[src/rtl/fp_pkg.sv]
`default_nettype none
// ============================================================================
// Module   : fp_pkg
// Brief    : Shared FP field widths, special constants, flag indices, operand class.
// Revision : 1.0
// ============================================================================
package fp_pkg;

  localparam int c_FP_EXP_W = 8;
  localparam int c_FP_MAN_W = 23;

  // Single-precision reference encodings
  localparam logic [31:0] c_QNAN_SP = 32'h7FC0_0000;
  localparam logic [31:0] c_INF_SP  = 32'h7F80_0000;

  localparam int c_FLAG_INVALID   = 2;
  localparam int c_FLAG_OVERFLOW  = 1;
  localparam int c_FLAG_UNDERFLOW = 0;

  typedef struct packed {
    logic sign;
    logic is_zero;
    logic is_inf;
    logic is_nan;
  } fp_operand_t;

  function automatic fp_operand_t fp_classify(input logic sign, input logic exp_zero,
                                              input logic exp_ones, input logic man_zero);
    fp_operand_t r;
    r.sign    = sign;
    r.is_zero = exp_zero;
    r.is_inf  = exp_ones & man_zero;
    r.is_nan  = exp_ones & ~man_zero;
    return r;
  endfunction

endpackage
`default_nettype wire

[src/rtl/fp_lzc_norm.sv]
`default_nettype none
// ============================================================================
// Module   : fp_lzc_norm
// Brief    : Leading-zero count and left shift so the leading one lands at the MSB.
// Revision : 1.0
// ============================================================================
module fp_lzc_norm
  import fp_pkg::*;
#(
  parameter int WIDTH = 28,
  parameter int CNT_W = 6
) (
  input  logic [WIDTH-1:0] data,
  output logic [CNT_W-1:0] count,
  output logic [WIDTH-1:0] norm
);

  // Upward scan: the highest set bit is the last to overwrite the count
  always_comb begin
    count = CNT_W'(WIDTH);
    for (int i = 0; i < WIDTH; i++) begin
      if (data[i]) count = CNT_W'(WIDTH - 1 - i);
    end
  end

  assign norm = data << count;

endmodule
`default_nettype wire

[src/rtl/fp_addsub_pipe.sv]
`default_nettype none
// ============================================================================
// Module   : fp_addsub_pipe
// Brief    : 3-stage FP adder/subtractor (align, add, normalize/pack).
//            Macro FP_ADDSUB_ROUND_EN selects round-nearest-even; default truncates.
// Revision : 1.0
// ============================================================================
module fp_addsub_pipe
  import fp_pkg::*;
#(
  parameter int EXP_W = c_FP_EXP_W,
  parameter int MAN_W = c_FP_MAN_W
) (
  input  logic                   clk,
  input  logic                   rst_n,
  input  logic                   in_valid,
  output logic                   in_ready,
  input  logic [EXP_W+MAN_W:0]   dataa,
  input  logic [EXP_W+MAN_W:0]   datab,
  input  logic                   op,
  output logic                   out_valid,
  input  logic                   out_ready,
  output logic [EXP_W+MAN_W:0]   result,
  output logic [2:0]             flags
);

  localparam int W   = 1 + EXP_W + MAN_W;
  localparam int MX  = MAN_W + 4;          // hidden + mantissa + guard/round/sticky
  localparam int SW  = MX + 1;             // plus carry
  localparam int LZW = $clog2(SW) + 1;
  localparam int EW2 = EXP_W + 2;
  localparam logic [W-1:0]   c_QNAN    = {1'b0, {EXP_W{1'b1}}, 1'b1, {(MAN_W-1){1'b0}}};
  localparam logic [EW2-1:0] c_EXP_MAX = EW2'((2**EXP_W) - 1);

  logic w_en1, w_en2, w_en3;
  logic r1_valid, r2_valid, r3_valid;

  assign w_en3    = !r3_valid || out_ready;
  assign w_en2    = !r2_valid || w_en3;
  assign w_en1    = !r1_valid || w_en2;
  assign in_ready = w_en1;

  // ---------------- S1: classify, swap, align ----------------
  logic [EXP_W-1:0] w_ea, w_eb, w_big_exp, w_sml_exp, w_diff;
  logic [MAN_W-1:0] w_ma, w_mb, w_ma_f, w_mb_f;
  logic [MX-1:0]    w_big_ext, w_sml_ext, w_sml_al, w_sml_fin;
  logic [2*MX-1:0]  w_wide;
  logic             w_big_sign, w_sub, w_a_ge, w_sticky;
  logic             w_nan, w_inf;
  logic [W-1:0]     w_spec_word;
  logic [2:0]       w_spec_flags;
  fp_operand_t      w_opa, w_opb;

  assign w_ea  = dataa[W-2 -: EXP_W];
  assign w_eb  = datab[W-2 -: EXP_W];
  assign w_ma  = dataa[MAN_W-1:0];
  assign w_mb  = datab[MAN_W-1:0];
  assign w_opa = fp_classify(dataa[W-1], w_ea == '0, &w_ea, w_ma == '0);
  assign w_opb = fp_classify(datab[W-1] ^ op, w_eb == '0, &w_eb, w_mb == '0);
  assign w_ma_f = w_opa.is_zero ? '0 : w_ma;
  assign w_mb_f = w_opb.is_zero ? '0 : w_mb;
  assign w_a_ge = {w_ea, w_ma_f} >= {w_eb, w_mb_f};
  assign w_sub  = w_opa.sign ^ w_opb.sign;

  always_comb begin
    if (w_a_ge) begin
      w_big_sign = w_opa.sign;
      w_big_exp  = w_ea;
      w_big_ext  = {~w_opa.is_zero, w_ma_f, 3'b000};
      w_sml_exp  = w_eb;
      w_sml_ext  = {~w_opb.is_zero, w_mb_f, 3'b000};
    end else begin
      w_big_sign = w_opb.sign;
      w_big_exp  = w_eb;
      w_big_ext  = {~w_opb.is_zero, w_mb_f, 3'b000};
      w_sml_exp  = w_ea;
      w_sml_ext  = {~w_opa.is_zero, w_ma_f, 3'b000};
    end
  end

  assign w_diff = w_big_exp - w_sml_exp;
  assign w_wide = {w_sml_ext, {MX{1'b0}}} >> w_diff;

  // Far-apart operands contribute only a sticky bit
  always_comb begin
    if (32'(w_diff) >= MAN_W + 3) begin
      w_sml_al = '0;
      w_sticky = |w_sml_ext;
    end else begin
      w_sml_al = w_wide[2*MX-1:MX];
      w_sticky = |w_wide[MX-1:0];
    end
  end
  assign w_sml_fin = w_sml_al | {{(MX-1){1'b0}}, w_sticky};

  always_comb begin
    w_nan        = w_opa.is_nan | w_opb.is_nan | (w_opa.is_inf & w_opb.is_inf & w_sub);
    w_inf        = w_opa.is_inf | w_opb.is_inf;
    w_spec_flags = '0;
    w_spec_flags[c_FLAG_INVALID] = w_nan;
    if (w_nan) w_spec_word = c_QNAN;
    else       w_spec_word = {w_opa.is_inf ? w_opa.sign : w_opb.sign, {EXP_W{1'b1}}, {MAN_W{1'b0}}};
  end

  logic             r1_sign, r1_sub, r1_spec;
  logic [EXP_W-1:0] r1_exp;
  logic [MX-1:0]    r1_big, r1_small;
  logic [W-1:0]     r1_spec_word;
  logic [2:0]       r1_spec_flags;

  always_ff @(posedge clk or negedge rst_n) begin
    if (!rst_n) begin
      r1_valid      <= 1'b0;
      r1_sign       <= 1'b0;
      r1_sub        <= 1'b0;
      r1_spec       <= 1'b0;
      r1_exp        <= '0;
      r1_big        <= '0;
      r1_small      <= '0;
      r1_spec_word  <= '0;
      r1_spec_flags <= '0;
    end else if (w_en1) begin
      r1_valid <= in_valid;
      if (in_valid) begin
        r1_sign       <= w_big_sign;
        r1_sub        <= w_sub;
        r1_spec       <= w_nan | w_inf;
        r1_exp        <= w_big_exp;
        r1_big        <= w_big_ext;
        r1_small      <= w_sml_fin;
        r1_spec_word  <= w_spec_word;
        r1_spec_flags <= w_spec_flags;
      end
    end
  end

  // ---------------- S2: mantissa add/sub ----------------
  logic             r2_sign, r2_sub, r2_spec;
  logic [EXP_W-1:0] r2_exp;
  logic [SW-1:0]    r2_sum;
  logic [W-1:0]     r2_spec_word;
  logic [2:0]       r2_spec_flags;

  always_ff @(posedge clk or negedge rst_n) begin
    if (!rst_n) begin
      r2_valid      <= 1'b0;
      r2_sign       <= 1'b0;
      r2_sub        <= 1'b0;
      r2_spec       <= 1'b0;
      r2_exp        <= '0;
      r2_sum        <= '0;
      r2_spec_word  <= '0;
      r2_spec_flags <= '0;
    end else if (w_en2) begin
      r2_valid <= r1_valid;
      if (r1_valid) begin
        r2_sign       <= r1_sign;
        r2_sub        <= r1_sub;
        r2_spec       <= r1_spec;
        r2_exp        <= r1_exp;
        r2_sum        <= r1_sub ? ({1'b0, r1_big} - {1'b0, r1_small})
                                : ({1'b0, r1_big} + {1'b0, r1_small});
        r2_spec_word  <= r1_spec_word;
        r2_spec_flags <= r1_spec_flags;
      end
    end
  end

  // ---------------- S3: normalize, round, pack ----------------
  logic [LZW-1:0]   w_lz;
  logic [SW-1:0]    w_norm;
  logic [EW2-1:0]   w_exp_pre, w_exp_fin;
  logic [MAN_W:0]   w_man_r;
  logic             w_round_up, w_unused;
  logic [W-1:0]     w_res;
  logic [2:0]       w_flags;

  fp_lzc_norm #(
    .WIDTH (SW),
    .CNT_W (LZW)
  ) u_norm (
    .data  (r2_sum),
    .count (w_lz),
    .norm  (w_norm)
  );

  // Leading one ends at the top bit; the pre-shift carry position is exponent +1
  assign w_exp_pre = EW2'(r2_exp) + EW2'(1) - EW2'(w_lz);

`ifdef FP_ADDSUB_ROUND_EN
  assign w_round_up = w_norm[3] & (w_norm[2] | w_norm[1] | w_norm[0] | w_norm[4]);
  assign w_unused   = w_norm[SW-1];
`else
  assign w_round_up = 1'b0;
  assign w_unused   = ^{w_norm[SW-1], w_norm[3:0]};
`endif

  assign w_man_r   = {1'b0, w_norm[SW-2 -: MAN_W]} + (MAN_W+1)'(w_round_up);
  assign w_exp_fin = w_exp_pre + EW2'(w_man_r[MAN_W]);

  always_comb begin
    w_flags = '0;
    w_res   = {r2_sign, w_exp_fin[EXP_W-1:0], w_man_r[MAN_W-1:0]};
    if (r2_spec) begin
      w_res   = r2_spec_word;
      w_flags = r2_spec_flags;
    end else if (r2_sum == '0) begin
      w_res = {r2_sign & ~r2_sub, {(W-1){1'b0}}};
    end else if (w_exp_fin[EW2-1] || w_exp_fin == '0) begin
      w_res = {r2_sign, {(W-1){1'b0}}};
      w_flags[c_FLAG_UNDERFLOW] = 1'b1;
    end else if (w_exp_fin >= c_EXP_MAX) begin
      w_res = {r2_sign, {EXP_W{1'b1}}, {MAN_W{1'b0}}};
      w_flags[c_FLAG_OVERFLOW] = 1'b1;
    end
  end

  logic [W-1:0] r3_result;
  logic [2:0]   r3_flags;

  always_ff @(posedge clk or negedge rst_n) begin
    if (!rst_n) begin
      r3_valid  <= 1'b0;
      r3_result <= '0;
      r3_flags  <= '0;
    end else if (w_en3) begin
      r3_valid <= r2_valid;
      if (r2_valid) begin
        r3_result <= w_res;
        r3_flags  <= w_flags;
      end
    end
  end

  assign out_valid = r3_valid;
  assign result    = r3_result;
  assign flags     = r3_flags;

endmodule
`default_nettype wire

[config.mk]
export PLATFORM = sky130hd
export DESIGN_NAME = fp_addsub_pipe
export DESIGN_NICKNAME = d
export VERILOG_FILES = /design/src/rtl/fp_pkg.sv /design/src/rtl/fp_lzc_norm.sv /design/src/rtl/fp_addsub_pipe.sv
export SDC_FILE = /design/constraint.sdc
export NUM_CORES = 1
export LEC_CHECK = 0
export CORE_ASPECT_RATIO = 0.9
export CORE_MARGIN = 3
export CORE_UTILIZATION = 28
export DETAILED_ROUTE_END_ITERATION = 10
export GPL_ROUTABILITY_DRIVEN = 0
export PLACE_DENSITY = 0.54
export SYNTH_ARGS = -nofsm -noshare
export SYNTH_HDL_FRONTEND = slang
export SYNTH_SLANG_ARGS = --single-unit
[constraint.sdc]
create_clock -name clk -period 6.45 [get_ports clk]
set_input_delay 1.29 -clock clk [delete_from_list [all_inputs] [get_ports clk]]
set_output_delay 1.29 -clock clk [all_outputs]
set_load 0.02 [all_outputs]
==> results.md <==
Outcome:
- The run finished with clean final reports.

Synth:
- The number of synthesis warnings is 0.
- sky130_fd_sc_hd__nand2_1 is the most common cell in the netlist.
- After technology mapping, the gate count stands at 1540.
- Counting flops with a built-in enable in the synthesized netlist gives 0.
- Among all flip-flop cells after synthesis, the most frequent one is sky130_fd_sc_hd__dfrtp_1.
- Of the synthesized area, sequential elements account for 0.279.
- The fraction of synthesis flops using an asynchronous set or reset pin is 1.00.
- The most area-hungry cell type in the Yosys netlist is sky130_fd_sc_hd__dfrtp_1.
- After synthesis, the cell types taking the most area are sky130_fd_sc_hd__dfrtp_1 (28%), sky130_fd_sc_hd__mux4_2 (7.6%), sky130_fd_sc_hd__ha_1 (6.7%), sky130_fd_sc_hd__nand2_1 (6.3%), sky130_fd_sc_hd__mux2i_1 (5.2%).
- The synthesized flop and latch total is around 150.
- The share of synthesized area in the top cell type comes to 0.279.
- The post-synth net total is 1680.
- The mapped cell area is 13000 sq um.
- Ranked by instance count, the synthesized netlist is headed by sky130_fd_sc_hd__nand2_1 (219), sky130_fd_sc_hd__nor2_1 (153), sky130_fd_sc_hd__dfrtp_1 (145).
- The count of different cell masters after synthesis is 94.
- The average cell area after synthesis is about 8.4 sq um.

Global routing:
- Entering global routing, the biggest net connects 94 pins.
- The total grt overflow is 0.
- The number of global-route vias before repair was approximately 12000.
- Across every metal layer, demand over resource in global routing totals 0.174.
- The first global-routing pass estimated roughly 69 mm of wire.
- The number of antenna violations at the first check in global routing is 1.

CTS:
- The maximum clock path buffer count is 2.
- After clock tree synthesis, the clock-pin slew on the worst setup and hold paths is approximately 0.070 ns.
- The number of CTS-inserted buffers is 17.
- The root buffer cell is sky130_fd_sc_hd__clkbuf_16.
- Buffers inserted to repair hold after CTS numbered 0.
- The clock tree from TritonCTS is done.
- The clock reaches the later pin of the worst-skew pair after between 0.4 and 0.5 ns.
- Counting every sink on the clock net gives around 150.
- The depth of the CTS H-tree is 4.

Pwr:
- The power per cell area is 382 nW/um^2.
- Overall power consumption after layout is estimated at between 6 and 7 mW.
- The leakage power is about 7.4 nW.
- IR analysis of the VDD net gives a maximum drop of between 0.2 and 0.25 mV.

Floorplan:
- The area of the die is slightly below 50000 sq um.
- The floorplan step set the die height to between 200 and 250 microns.
- The floorplan step set the die width to ~230 microns.
- The floorplan core area is ~46000 sq um.
- The initial core utilization is 0.285.
- The row count is 74.
- The top-level I/O count is between 100 and 150.

Layout:
- Compared with the post-synthesis result, the final layout area differs by 29.3%.
- The total number of nets in the final design is between 1500 and 2000.
- Of the cells placed in the final design, the portion with a size suffix greater than 1 is 0.204.
- 0 antenna diodes ended up in the layout.
- Once layout is complete, the cells apart from fillers number approximately 2400.

STA:
- The maximum achievable frequency is between 150 and 200 MHz.
- Setup violations remaining at the end of the flow were counted as 0.
- At the pin with the least slew margin, the transition time is between 1 and 1.5 ns.
- The final count of pins violating max slew is 0.
- Of the available clock period, the critical path in the final layout requires 0.962.
- Headroom to the max-slew limit came out at 0.306.
- After layout, the worst setup slack is approximately 0.25 ns.
- The sum of negative setup slack is 0 ns.
- The smallest clock period supported by the final layout is computed as 6.20 ns.
- The final number of hold-violating endpoints is 0.
- Across the routed clock network, the largest skew measured is between 0.015 and 0.02 ns.

Detailed routing:
- Dividing the detail-routed wire length by the instance count gives ~18 microns.
- After detailed routing, the number of remaining DRC violations is 0.
- After detailed routing, the number of vias per cell comes to 5.24.
- The final route contains roughly 13000 vias.
- The pre-antenna-repair detailed-routing pass consisted of 5 iterations.
- The starting DRC count in detailed routing is around 1200.
- The count of nets left with antenna violations once routing finished came out at 0.
- The detailed-route wire length is roughly 43 mm.

Setup path:
- The category of the worst setup path launch point is an input pin.
- At the worst endpoint, the arrival time is ~6.6 ns.
- The category of the most critical setup path is input pin to register.
- Measured in cells, the most critical reg-to-reg path has a length of 25.
- The kind of capture point of the worst setup path is a register.
- The data required time at the worst endpoint is about 6.8 ns.
- Of all nets on the critical path, the largest fanout is 27.

Placement:
- Once placement completed, the tool counted placed cells totaling approximately 2400.
- In this run the tool buffered the top-level ports with between 100 and 150 buffer cells.
- The HPWL after detailed placement is 35.1 mm.
- The worst setup slack before clock tree synthesis is -0.443 ns.

Job:
- The number of max-cap violations is 0.

Hold path:
- The class of the tightest hold or removal check is register to register.
- The count of cells along the worst hold path is 1.
[critical path, cell delays in order]
cell,delay [ns]
sky130_fd_sc_hd__clkdlybuf4s50_1,0.49
sky130_fd_sc_hd__nor4_1,0.25
sky130_fd_sc_hd__nand2_1,0.17
sky130_fd_sc_hd__buf_12,0.19
sky130_fd_sc_hd__nand2_1,0.09
sky130_fd_sc_hd__inv_1,0.06
sky130_fd_sc_hd__ha_1,0.31
sky130_fd_sc_hd__nand4_1,0.21
sky130_fd_sc_hd__buf_4,0.20
sky130_fd_sc_hd__or2_4,0.24
sky130_fd_sc_hd__or4_4,0.44
sky130_fd_sc_hd__a21oi_4,0.15
sky130_fd_sc_hd__buf_4,0.25
sky130_fd_sc_hd__buf_6,0.26
sky130_fd_sc_hd__mux2i_2,0.33
sky130_fd_sc_hd__inv_1,0.09
sky130_fd_sc_hd__mux4_2,0.52
sky130_fd_sc_hd__a2111oi_1,0.49
sky130_fd_sc_hd__o22ai_1,0.12
sky130_fd_sc_hd__nand4b_1,0.16
sky130_fd_sc_hd__o221ai_1,0.12
sky130_fd_sc_hd__nor2_1,0.10
[final cells by class]
cell class	instances	area [sq um]
clock buffers	17	425
fillers	4662	28800
well taps	608	761
repair buffers	310	2640
inverters	76	288
multi-input cells	1244	8890
clock inverters	15	181
flip-flops and latches	145	3630
[sequential cells by signal, indices dropped and copies added (netlist names)]
name          count
r1_small         27
r2_sum           28
r1_spec_word      3
r1_exp            8
r1_sub            1
r2_spec_word      3
flags             3
out_valid         1
r1_spec           1
r2_sub            1
r1_sign           1
r1_valid          1
r1_big           24
r2_sign           1
r2_spec           1
result           32
r2_valid          1
r2_exp            8
[final timing paths]
check / endpoint / slack [ns] / startpoint
worst max-delay path: r1_small[0] / 0.25 / dataa[25]
worst min-delay path: r1_spec_word[30] / 0.47 / r1_spec_word[30]
worst max register to register: result[15] / 0.90 / r2_sum[1]
worst min register to register: r1_spec_word[30] / 0.47 / r1_spec_word[30]
max in group asynchronous: r2_sum[15] / 4.35 / rst_n
min in group asynchronous: result[11] / 0.91 / rst_n
[where the power goes]
group	switching (mW)	internal, mW	leakage [nW]
clock network	0.438	0.588	0.302
registers	0.295	1.16	1.83
logic	2.15	1.79	5.24
total	2.88	3.54	7.37
[cell usage in the layout (no fill, tap or decap), types with 5 or more instances in the layout]
master                              n
sky130_fd_sc_hd__nand3_1           16
sky130_fd_sc_hd__o211ai_1          12
sky130_fd_sc_hd__xnor2_1           44
sky130_fd_sc_hd__a21o_1             9
sky130_fd_sc_hd__a22o_1             7
sky130_fd_sc_hd__inv_6              7
sky130_fd_sc_hd__o21ai_0          112
sky130_fd_sc_hd__and3_1             5
sky130_fd_sc_hd__o22ai_1           11
sky130_fd_sc_hd__buf_4            199
sky130_fd_sc_hd__a31oi_1            6
sky130_fd_sc_hd__nand4_1           12
sky130_fd_sc_hd__nor2b_1            9
sky130_fd_sc_hd__nor2_1           152
sky130_fd_sc_hd__clkdlybuf4s50_1  101
sky130_fd_sc_hd__inv_1             73
sky130_fd_sc_hd__a211oi_1          14
sky130_fd_sc_hd__dfrtp_1          145
sky130_fd_sc_hd__o31ai_1           11
sky130_fd_sc_hd__o221ai_1           6
sky130_fd_sc_hd__nor3_1            41
sky130_fd_sc_hd__a21oi_1          123
sky130_fd_sc_hd__mux2i_1           67
sky130_fd_sc_hd__mux4_2            44
sky130_fd_sc_hd__o21a_1             8
sky130_fd_sc_hd__and2_1             7
sky130_fd_sc_hd__nand2b_1          18
sky130_fd_sc_hd__a22oi_1            7
sky130_fd_sc_hd__mux2_2            31
sky130_fd_sc_hd__o21bai_1           9
sky130_fd_sc_hd__clkbuf_16         17
sky130_fd_sc_hd__xor2_1            16
sky130_fd_sc_hd__or3_1             11
sky130_fd_sc_hd__buf_6              5
sky130_fd_sc_hd__ha_1              70
sky130_fd_sc_hd__o2111ai_1          6
sky130_fd_sc_hd__nand2_1          216
sky130_fd_sc_hd__nor4_1            31
sky130_fd_sc_hd__o22a_1             8
[cell families after synthesis]
family / synth area share
and+or+nand+nor: 0.196
AOI/OAI and AO/OA: 0.204
buffers and inverters: 0.0482
muxes: 0.161
DFF: 0.279
adders and majority gates: 0.0689
xor gates and xnor gates: 0.0432
[metal layers]
layer	track usage	wire length, microns	up-vias
met1	0.263	21400	6071
met5	0	0	-
met4	0.0461	910	0
met3	0.0209	1940	65
li1	-	-	6164
met2	0.262	18700	356
[per-stage QoR]
step / util / cell area, sq um / hold slack (ns)
floorplan: - / 13100 / 0.430
global placement: 0.353 / 16100 / 0.446
detailed placement: 0.353 / 16100 / 0.454
CTS: 0.366 / 16700 / 0.473
global route: 0.368 / 16800 / 0.510
finish: 0.368 / 16800 / 0.473
[timing repair]
| action | 4_1_cts | 5_1_grt |
|---|---|---|
| setup buffers | 0 | 1 |
| resized for setup | 1 | 24 |
| setup endpoints to repair | 1 | 15 |
| pin swaps | 0 | 9 |
Note: power is estimated with default switching activity, not from simulation.
